<file path="config.mk">
export PLATFORM = sky130hd
export DESIGN_NAME = gray_step_decoder
export DESIGN_NICKNAME = d
export VERILOG_FILES = /design/src/rtl/gray_step_decoder.sv
export SDC_FILE = /design/constraint.sdc
export NUM_CORES = 1
export LEC_CHECK = 0
export BUFFER_PORTS_ARGS = -buffer_cell sky130_fd_sc_hd__buf_2
export CAP_MARGIN = 40
export CELL_PAD_IN_SITES_DETAIL_PLACEMENT = 1
export CELL_PAD_IN_SITES_GLOBAL_PLACEMENT = 2
export CORE_UTILIZATION = 33
export CTS_CLUSTER_SIZE = 16
export DETAILED_ROUTE_END_ITERATION = 12
export PLACE_DENSITY_LB_ADDON = 0.1
export SYNTH_ARGS = -nofsm -noshare
export SYNTH_HDL_FRONTEND = slang
export SYNTH_SLANG_ARGS = --single-unit
</file>
<file path="constraint.sdc">
create_clock -name clk -period 5.2 [get_ports clk]
set_clock_uncertainty 0.15 [all_clocks]
set_input_delay 1.04 -clock clk [delete_from_list [all_inputs] [get_ports clk]]
set_output_delay 1.04 -clock clk [all_outputs]
set_load 0.005 [all_outputs]
</file>
<file path="src/rtl/gray_step_decoder.sv">
// rtl/gray_step_decoder.sv - reflected-Gray to binary decoder with step classification
//
// Purpose: converts each accepted Gray word to binary, classifies the step from
// the previously accepted word as hold / +1 / -1 / illegal, counts illegal
// steps (saturating) and tracks lock with an EMPTY/LOCKED/FAULT state machine.
//
// Ports:
//   clk        single clock, rising edge
//   rst        synchronous active-high reset
//   gray_in    sampled Gray code word (WIDTH bits)
//   valid_in   qualifies gray_in
//   err_clr    synchronous clear of err_count
//   bin_out    registered binary of last accepted word
//   bin_valid  one-cycle strobe: new bin_out
//   dir_up     one-cycle strobe: +1 step
//   dir_down   one-cycle strobe: -1 step
//   step_err   one-cycle strobe: illegal step
//   err_count  saturating count of illegal steps (ERR_W bits)
//   locked     1 while the state machine is in LOCKED
module gray_step_decoder #(
  parameter int WIDTH = 4,
  parameter int ERR_W = 8
) (
  input  logic             clk,
  input  logic             rst,
  input  logic [WIDTH-1:0] gray_in,
  input  logic             valid_in,
  input  logic             err_clr,
  output logic [WIDTH-1:0] bin_out,
  output logic             bin_valid,
  output logic             dir_up,
  output logic             dir_down,
  output logic             step_err,
  output logic [ERR_W-1:0] err_count,
  output logic             locked
);

  typedef enum logic [1:0] {
    EMPTY  = 2'd0,
    LOCKED = 2'd1,
    FAULT  = 2'd2
  } state_t;

  localparam logic [ERR_W-1:0] ERR_MAX = '1;
  localparam logic [WIDTH-1:0] STEP_UP = WIDTH'(1);
  localparam logic [WIDTH-1:0] STEP_DN = '1;

  state_t           state, state_n;
  // In FAULT: set after the first good step of a recovery pair.
  logic             good, good_n;
  logic [WIDTH-1:0] bin_new, bin_n, diff;
  logic             bin_valid_n, dir_up_n, dir_down_n, step_err_n;
  logic [ERR_W-1:0] err_count_n;

  // Binary bit i is the XOR of all Gray bits from i upward.
  always_comb begin
    bin_new = '0;
    for (int i = 0; i < WIDTH; i++) begin
      bin_new[i] = ^(gray_in >> i);
    end
  end

  // bin_out always holds the previously accepted word, so it serves as b_prev.
  assign diff = bin_new - bin_out;

  always_comb begin
    state_n     = state;
    good_n      = good;
    bin_n       = bin_out;
    bin_valid_n = 1'b0;
    dir_up_n    = 1'b0;
    dir_down_n  = 1'b0;
    step_err_n  = 1'b0;

    if (valid_in) begin
      bin_n       = bin_new;
      bin_valid_n = 1'b1;
      if (state == EMPTY) begin
        state_n = LOCKED;
        good_n  = 1'b0;
      end else begin
        if (diff == STEP_UP) begin
          dir_up_n = 1'b1;
        end else if (diff == STEP_DN) begin
          dir_down_n = 1'b1;
        end else if (diff != '0) begin
          step_err_n = 1'b1;
        end

        if (step_err_n) begin
          state_n = FAULT;
          good_n  = 1'b0;
        end else if (state == FAULT && (dir_up_n || dir_down_n)) begin
          if (good) begin
            state_n = LOCKED;
            good_n  = 1'b0;
          end else begin
            good_n = 1'b1;
          end
        end
      end
    end

    // A clear coinciding with an error leaves that error counted.
    err_count_n = err_count;
    if (err_clr) begin
      err_count_n = step_err_n ? ERR_W'(1) : '0;
    end else if (step_err_n && err_count != ERR_MAX) begin
      err_count_n = err_count + ERR_W'(1);
    end
  end

  always_ff @(posedge clk) begin
    if (rst) begin
      state     <= EMPTY;
      good      <= 1'b0;
      bin_out   <= '0;
      bin_valid <= 1'b0;
      dir_up    <= 1'b0;
      dir_down  <= 1'b0;
      step_err  <= 1'b0;
      err_count <= '0;
    end else begin
      state     <= state_n;
      good      <= good_n;
      bin_out   <= bin_n;
      bin_valid <= bin_valid_n;
      dir_up    <= dir_up_n;
      dir_down  <= dir_down_n;
      step_err  <= step_err_n;
      err_count <= err_count_n;
    end
  end

  assign locked = (state == LOCKED);

endmodule

</file>
### Yosys cells after proc, flatten, opt, wreduce, memory -nomap -nowiden

Index checks and enable logic that the tools add are counted.

| storage, ports and cells | value |
|---|---|
| register bits after elaboration | 19 |
| bits of input ports | 8 |
| output and inout bits | 17 |
| word-level logic and storage cells | 57 |

| cells by class | value |
|---|---|
| add/subtract/negate cells | 2 |
| equal/unequal tests | 5 |
| mux-type cells | 26 |
| bitwise gates (word level) | 1 |
| reduce and logical (&&, ||, !) cells | 15 |

Operators by type and width:

| kind | number |
|---|---|
| two-way mux 1 bit | 20 |
| two-way mux 8 bit | 2 |
| parity 4 bit | 4 |
| adder 8 x 1 -> 8 bit (second input constant) | 1 |
| two-way mux 2 bit | 4 |
| != test 8 bit (second input constant) | 1 |
| nonzero test 3 bit | 2 |
| equality test 4 x 1 -> 1 bit (second input constant) | 1 |
| equality test 4 bit (second input constant) | 1 |
| nonzero test 4 bit | 1 |
| subtractor 4 bit | 1 |
| AND reduction 3 bit | 1 |
| OR reduction 3 bit | 1 |
| equality test 2 x 1 -> 1 bit (second input constant) | 1 |
| equality test 2 bit (second input constant) | 1 |
| logical AND 1 bit | 2 |
| zero test 2 bit | 1 |
| AND reduction 2 bit | 1 |
| nonzero test 2 bit | 1 |
| logical OR 1 bit | 1 |
| inverter 1 bit | 1 |

### Depth between registers and ports, before layout

Gate-level depths: netlist of run 1.

| logic depth | value |
|---|---|
| depth after elaboration | 13 |
| gate-level depth with buffers | 12 |
| gate-level depth less buffers | 12 |

### Least setup slack after synthesis of run 1

OpenSTA, ideal clock, no wires.

| timing path | value |
|---|---|
| kind | in2reg |
| start point | input gray_in[3] |
| end point | register good |
| library setup time | 0.103 ns |
| arrival time | 3.334 ns |
| required time | 4.947 ns |
| path slack | 1.613 ns |
| cell stages on the path | 11 |
| buffers on the path | 0 |
| path through | xnor2_1 xnor2_1 xnor2_1 ha_1 inv_1 fa_1 xor2_1 nand2_1 nor4_4 nor2_2 a2111oi_2 |

| between the ends | value |
|---|---|
| cells in the longest elaborated chain, start to end | 11 |
| elaborated cells between the ends (all ways) | 26 |
| those cells by class | add/sub (1); eq/ne (2); mux (14); reduce/logical (9) |

Ends and longest elaborated chain:

| what | line | source |
|---|---|---|
| start: declaration | 26 | `input logic [WIDTH-1:0] gray_in,` |
| parity 4 bit (*) | 59 | `bin_new[i] = ^(gray_in >> i);` |
| via bin_new[1] | 51 | `logic [WIDTH-1:0] bin_new, bin_n, diff;` |
| subtractor 4 bit (*) | 64 | `assign diff = bin_new - bin_out;` |
| equality test 4 bit | 84 | `end else if (diff == STEP_DN) begin` |
| two-way mux 1 bit | 84 |  |
| two-way mux 1 bit | 82 | `if (diff == STEP_UP) begin` |
| two-way mux 1 bit | 78 | `if (state == EMPTY) begin` |
| two-way mux 1 bit | 75 | `if (valid_in) begin` |
| logical OR 1 bit | 93 | `end else if (state == FAULT && (dir_up_n \|\| dir_down_n)) begin` |
| logical AND 1 bit | 93 |  |
| nonzero test 3 bit (no source line) | -- |  |
| AND reduction 2 bit (no source line) | -- |  |
| end signal: assignment | 125 | `good <= good_n;` |
| end: declaration | 50 | `logic good, good_n;` |

Mark *: on every way through the listed nets, which the timed path passes. The rest lies on a longest branch. The select of a mux whose other input is x is not followed.
A chain may end at the register's enable or synchronous reset.

### Final worst setup path of run 1

Same ends and word-level chain as after synthesis.

==> out/metrics.csv, run 1 <==
stage;metric;value;unit
sta;worst hold margin;340;ps
routing;DR pass1 iterations;8;
global_routing;Congestion Overflow GR;0;
routing;Vias/cell;5.49;
sta;final setup TNS;0;ps
finish;Fillers;361;
placement;hpwl dp;1.85;mm
global_routing;vias in the first global route;926;
setup_path;crit path from;gray_in[3];
routing;Detail Route Antenna Nets;0;
finish;fin cells;170;
sta;setup ws final;1480;ps
floorplan;Core Footprint;0.00285;sq mm
synth;#FFs+latches synth;19;
cts;clock sink count;19;
setup_path;crit path to;good$_SDFFE_PP0P_;
power;P per Cell Area;281;mW/mm^2
finish;layout cell share with drive strength beyond 1;25.2;%
sta;RSZ-0062 raised after global routing;no;
floorplan;die area;0.00334;sq mm
cts;clock tree buffer depth;2;
power;peak supply drop;0.110;mV
synth;Netlist cell types;37;
finish;Multi-input gate area;618;sq um
cts;CTS Hold Bufs;0;
placement;Setup WS pre-CTS;1150;ps
placement;Placed Instances;166;
synth;Seq/Total Area, Yosys;37.0;%
routing;WL/cell;14.5;microns
hold_path;Hold WC Path Type;reg2reg;
sta;Slew HR;67.8;%
cts;Post-CTS Setup Repair Bufs;0;
power;leakage;0.517;nW
placement;final weighted congestion in routability-driven placement;0.759;
floorplan;Initial Util;36.1;%
sta;Final min period;3720;ps
synth;Syn Std Cell Area;0.00103;sq mm
finish;Final Util;42.1;%
synth;most frequent cell after synthesis;dfxtp_1;
finish;Reg area;380;sq um
synth;Syn Inst Count;114;
synth;Mapped Nets;127;
setup_path;CP Data Arrival Time;3770;ps
synth;Synth top area share;37.0;%
synth;FFs w/ async S/R, synth;0;%
setup_path;Critical R2R Launch;bin_out[0]$_SDFFE_PP0P_;
cts;CTS tree;built;
cts;post-cts sizing count;0;
setup_path;critical path fanouts, max;5;
setup_path;Critical Path Start Type;input port;
setup_path;Crit Path Class;in2reg;
synth;mean post-synth cell area;9.02;sq um
global_routing;antenna violations before repair;0;
status;failing checks;DRC;
cts;Worst-path clk slew;110;ps
synth;EDFF count, synth;0;
sta;Slew Viols, Final;0;
routing;final WL;2.46;mm
synth;Synth area leader;dfxtp_1;
routing;# DRC;3;
floorplan;I/O Pins;25;
synth;main area contributors after synthesis;dfxtp_1 (37%), ha_1 (4.9%), mux2i_1 (3.9%);
cts;Skew-Pair Late Insertion Delay;300;ps
setup_path;critical path data required time;5250;ps
setup_path;Register-to-Register Path Depth;8;
setup_path;R2R setup slack;2790;ps
floorplan;die width;57.8;microns
cts;Root Buffer Master;clkbuf_4;
global_routing;grt met1 use;18.8;%
flow_run;max cap viols;0;
global_routing;M3 GR Usage;4.69;%
cts;H-Tree Depth;1;
sta;final hold vios;0;
finish;Final #Nets;153;
sta;fin crit share;71.6;%
synth;Ys Warns;0;
sta;Final Setup Violations;0;
setup_path;CP endpoint kind;flip-flop;
finish;Layout area overhead;16.9;%
global_routing;GR Util met2;29.4;%
sta;Max Freq;269;MHz
setup_path;Worst R2R End;good$_SDFFE_PP0P_;
routing;DR iter-0 viols;19;
hold_path;Min-Delay Path Depth;2;
cts;CTS buffer count;3;
sta;Tightest Pin Transition;479;ps
floorplan;Die H;57.8;microns
global_routing;global-route wire length before repair;4.16;mm
finish;diodes inserted;0;
routing;Vias;933;
global_routing;Most Crowded Layer GR;met2;
synth;most common flop cell mapped by yosys;dfxtp_1;
floorplan;row count;19;
global_routing;largest net degree at the start of global routing;20;
synth;Post-synth top cells;dfxtp_1 (19), nand2_1 (10), nor2_1 (9);
placement;PortBufs;24;
global_routing;GRT Total Usage;16.2;%
status;status;complete, but fails checks;
## power breakdown
group	total [mW]	internal [mW]	leakage (nW)	switching, mW
logic	0.102	0.0396	0.347	0.0622
clock network	0.0760	0.0299	0.0150	0.0461
registers	0.160	0.153	0.155	0.00662
## placed cells by master (no fill, tap or decap), drive strengths merged, types with 2 or more instances in the layout
cell,synthesis,final
dfxtp,19,19
nor3,10,10
inv,5,5
nand4,2,2
nor2b,2,2
nor2,10,10
a211oi,2,2
a31o,2,2
a21oi,8,8
nand2,10,10
ha,4,4
nand2b,2,2
o21a,2,2
nor4b,3,3
a31oi,2,2
xor2,2,2
o21ai,2,2
clkbuf,1,4
nand3,3,3
or3,3,3
xnor2,4,4
and3,4,4
buf,2,24
mux2i,4,4
## worst min path at each step
stage	start	to	slack, ps
after floorplan	err_count[1]$_SDFFE_PP0P_	err_count[1]$_SDFFE_PP0P_	320
after global placement	err_count[1]$_SDFFE_PP0P_	err_count[1]$_SDFFE_PP0P_	320
after detailed placement	err_count[1]$_SDFFE_PP0P_	err_count[1]$_SDFFE_PP0P_	330
after CTS	err_count[1]$_SDFFE_PP0P_	err_count[1]$_SDFFE_PP0P_	350
after global routing	err_count[1]$_SDFFE_PP0P_	err_count[1]$_SDFFE_PP0P_	380
final	err_count[1]$_SDFFE_PP0P_	err_count[1]$_SDFFE_PP0P_	340
## layout make-up
cell class | count | area share [%]
Multi-Input combinational cell | 87 | 51.4
Sequential cell | 19 | 31.6
Timing Repair Buffer | 24 | 9.99
Tap cell | 31 | 3.23
Clock buffer | 4 | 2.19
Inverter | 5 | 1.56
## stage by stage
stage	area, sq um	power [mW]
2_1_floorplan	1030	0.239
3_3_place_gp	1180	0.264
3_5_place_dp	1180	0.265
4_1_cts	1200	0.344
5_1_grt	1200	0.361
6_report	1200	0.338
## critical path, cell delays in order
cell       delay (ps)
buf_2             120
xnor2_1           160
xnor2_1           420
xnor2_1           200
ha_1              200
inv_1              50
fa_1              380
xor2_1            190
nand2_1           130
nor4_4            370
nor2_2            120
a2111oi_2         370
## cell families (layout without fill, tap and decap cells)
kind of cell    after synthesis  count (layout)  share of synthesized area, %
mux                           4               4                          3.89
xor+xnor                      6               6                          5.11
fa+ha+maj                     5               5                          6.81
buf+inv                       8              33                          2.92
simple gates                 52              52                          30.2
flops                        19              19                          37.0
compound gates               20              20                          14.1
## registers in the layout (all words and copies together), names as in the netlist
signal     flops
dir_up         1
dir_down       1
step_err       1
state          2
good           1
bin_valid      1
err_count      8
bin_out        4
## layer usage
metal	up-vias	part of all wire, %
li1	460	-
met1	452	45
met2	19	50
met3	2	4.6
met4	0	0.77
met5	-	0
No activity file was read; power rests on OpenSTA's default activity.
==> run 2, diff against run 1 <==
- ABC_AREA: default -> 1
- CORE_UTILIZATION: 33 -> 28
- clock period: 5.2 -> 3.84 ns (I/O delays scaled with it)
==> run 2 against run 1 <==
  * The run now ends clean
  * Cell count rose by 34%
  * Worst setup slack got worse by 920 ps
  * Critical endpoint is now state[1]$_SDFFE_PP0P_
  * Via count rose by 8.0%
==> out/metrics.csv, run 2 <==
stage;metric;value;unit;change
status;status;finished, final reports clean;;
floorplan;Die H;64.1;microns;+11%
finish;layout cell share with drive strength beyond 1;21.8;%;-3.4 points
sta;final hold vios;0;;unchanged
placement;PortBufs;24;;unchanged
finish;Layout area overhead;20.7;%;
finish;commonest non-fill, non-tap cell in the layout;nand2_1;;
synth;Seq/Total Area, Yosys;35.2;%;-1.8 points
cts;CTS tree;built;;
sta;RSZ-0062 raised after global routing;no;;
setup_path;critical path fanouts, max;5;;unchanged
sta;Slew HR;76.3;%;+8.5 points
finish;commonest non-fill, non-tap cells in the layout;nand2_1 (27), inv_1 (26), buf_2 (24);;
cts;clock tree buffer depth;2;;unchanged
sta;Final Setup Violations;0;;unchanged
finish;diodes inserted;0;;unchanged
routing;# DRC;0;;-3
synth;EDFF count, synth;0;;unchanged
floorplan;die area;0.00411;sq mm;+23%
synth;Post-synth top cells;nand2_1 (27), inv_1 (26), nor2_1 (21);;
cts;H-Tree Depth;1;;unchanged
finish;Multi-input gate area;593;sq um;-4.0%
synth;Syn Inst Count;152;;+33%
finish;max FFs per register;8;;unchanged
cts;post-cts sizing count;0;;unchanged
setup_path;Crit Path Class;in2reg;;
setup_path;CP endpoint kind;flip-flop;;
cts;Root Buffer Master;clkbuf_8;;
sta;Slew Viols, Final;0;;unchanged
power;Clk pwr share;26.7;%;+4.2 points
finish;Regs by FF count;err_count: 8 flops, bin_out: 4 flops, state: 2 flops;;
power;sequential power share;41.8;%;-5.5 points
global_routing;largest net degree at the start of global routing;11;;-45%
synth;mean post-synth cell area;7.10;sq um;-21%
synth;FFs w/ async S/R, synth;0;%;unchanged
floorplan;die width;64.1;microns;+11%
finish;Reg area;380;sq um;unchanged
routing;Vias/cell;4.44;;-19%
power;switch share;34.5;%;+0.40 points
sta;final setup TNS;0;ps;unchanged
global_routing;GRT Total Usage;14.4;%;-1.7 points
cts;Skew-Pair Late Insertion Delay;250;ps;-50 ps
finish;Top reg by flops;err_count;;
sta;Tightest Pin Transition;354;ps;-125 ps
sta;Final min period;3280;ps;
finish;Final Util;35.3;%;-6.8 points
routing;DR iter-0 viols;26;;+7
setup_path;Critical Path Start Type;input port;;
power;peak supply drop;0.106;mV;-3.7%
cts;Worst-path clk slew;70;ps;-40 ps
global_routing;Congestion Overflow GR;0;;unchanged
floorplan;I/O Pins;25;;unchanged
synth;Mapped Nets;165;;+30%
flow_run;max cap viols;0;;unchanged
sta;worst hold margin;351;ps;+11.4 ps
synth;most frequent cell after synthesis;nand2_1;;
power;Net Switching;0.181;mW;+58%
placement;final weighted congestion in routability-driven placement;0.755;;-0.62%
routing;final WL;2.55;mm;+3.7%
cts;CTS Hold Bufs;0;;unchanged
synth;most common flop cell mapped by yosys;dfxtp_1;;
placement;hpwl dp;2.06;mm;+11%
floorplan;Core Footprint;0.00369;sq mm;+29%
power;leakage;0.661;nW;+28%
routing;WL/cell;11.2;microns;-22%
cts;CTS buffer count;3;;unchanged
cts;clock sink count;19;;unchanged
hold_path;Hold WC Path Type;reg2reg;;
synth;Ys Warns;0;;unchanged
synth;Syn Std Cell Area;0.00108;sq mm;+5.0%
routing;Detail Route Antenna Nets;0;;unchanged
synth;Netlist cell types;25;;-32%
synth;#FFs+latches synth;19;;unchanged
power;part of the power in combinational logic;31.5;%;+1.3 points
synth;Synth top area share;35.2;%;-1.8 points
cts;Post-CTS Setup Repair Bufs;0;;unchanged
routing;DR pass1 iterations;4;;-4
routing;Vias;1008;;+8.0%
synth;Synth area leader;dfxtp_1;;
power;P per Cell Area;404;mW/mm^2;+44%
setup_path;CP Data Arrival Time;3290;ps;-480 ps
synth;main area contributors after synthesis;dfxtp_1 (35%), nand2_1 (9.4%), inv_1 (9.0%);;
finish;Fillers;500;;+39%
power;Final Total Pwr;0.526;mW;+56%
global_routing;global-route wire length before repair;4.62;mm;+11%
sta;Max Freq;305;MHz;
global_routing;antenna violations before repair;0;;unchanged
setup_path;critical path data required time;3850;ps;-1400 ps
power;Int Power;0.345;mW;+55%
floorplan;Initial Util;29.3;%;-6.8 points
finish;Final #Nets;193;;+26%
global_routing;vias in the first global route;1018;;+9.9%
floorplan;row count;22;;+3
sta;fin crit share;85.4;%;
==> run 2: stage by stage <==
step	cells	setup slack, ps	cell area, sq um
6_report	227	562	1300
3_3_place_gp	223	391	1260
5_1_grt	227	271	1300
2_1_floorplan	152	558	1080
4_1_cts	227	553	1300
3_5_place_dp	223	299	1260
==> run 2: per-layer routing <==
layer,track usage (%),up-vias,part of all wire (%)
met5,0,-,0
met4,5.00,0,0.90
met3,2.14,2,2.9
met2,22.6,14,44
met1,20.0,461,52
li1,-,531,-
==> run 2: logic make-up (layout without fill, tap and decap cells) <==
kind of cell | count (synthesis) | count (layout) | share of synthesized area [%]
compound gates | 19 | 19 | 9.50
xor+xnor | 5 | 5 | 4.06
fa+ha+maj | 5 | 5 | 6.49
buf+inv | 28 | 55 | 9.85
flops | 19 | 19 | 35.2
simple gates | 76 | 76 | 34.9
==> run 2: power groups by stage <==
stage               Combinational [mW]  Sequential, mW  Clock (mW)
floorplan                        0.124           0.223           0
global placement                 0.164           0.224           0
detailed placement               0.168           0.225           0
CTS                              0.169           0.220       0.148
global route                     0.191           0.222       0.155
finish                           0.166           0.220       0.140
==> run 2: worst max-delay path, cell delays in order <==
cell	delay (ps)
buf_2	120
xnor2_1	230
xnor2_1	190
xor2_1	100
inv_1	80
ha_1	130
inv_1	50
fa_1	510
inv_1	70
or2_0	190
nor2_1	140
nand3_2	180
nand2_1	200
nand2_1	90
nand3_1	110
nand2_1	60
inv_1	50
nor2_1	30
==> run 2: final cells by class <==
| cell class | count | share of cell area, % |
|---|---|---|
| Multi-Input combinational cell | 105 | 45.5 |
| Sequential cell | 19 | 29.2 |
| Timing Repair Buffer | 25 | 9.79 |
| Inverter | 26 | 7.49 |
| Tap cell | 48 | 4.61 |
| Clock buffer | 4 | 3.45 |
==> run 2: final timing paths <==
kind | from | to | slack, ps | cells past startpoint
max | gray_in[3] | state[1]$_SDFFE_PP0P_ | 560 | 18
min | good$_SDFFE_PP0P_ | good$_SDFFE_PP0P_ | 350 | 2
max reg2reg | bin_out[0]$_SDFFE_PP0P_ | state[1]$_SDFFE_PP0P_ | 1410 | 13
min reg2reg | good$_SDFFE_PP0P_ | good$_SDFFE_PP0P_ | 350 | 2
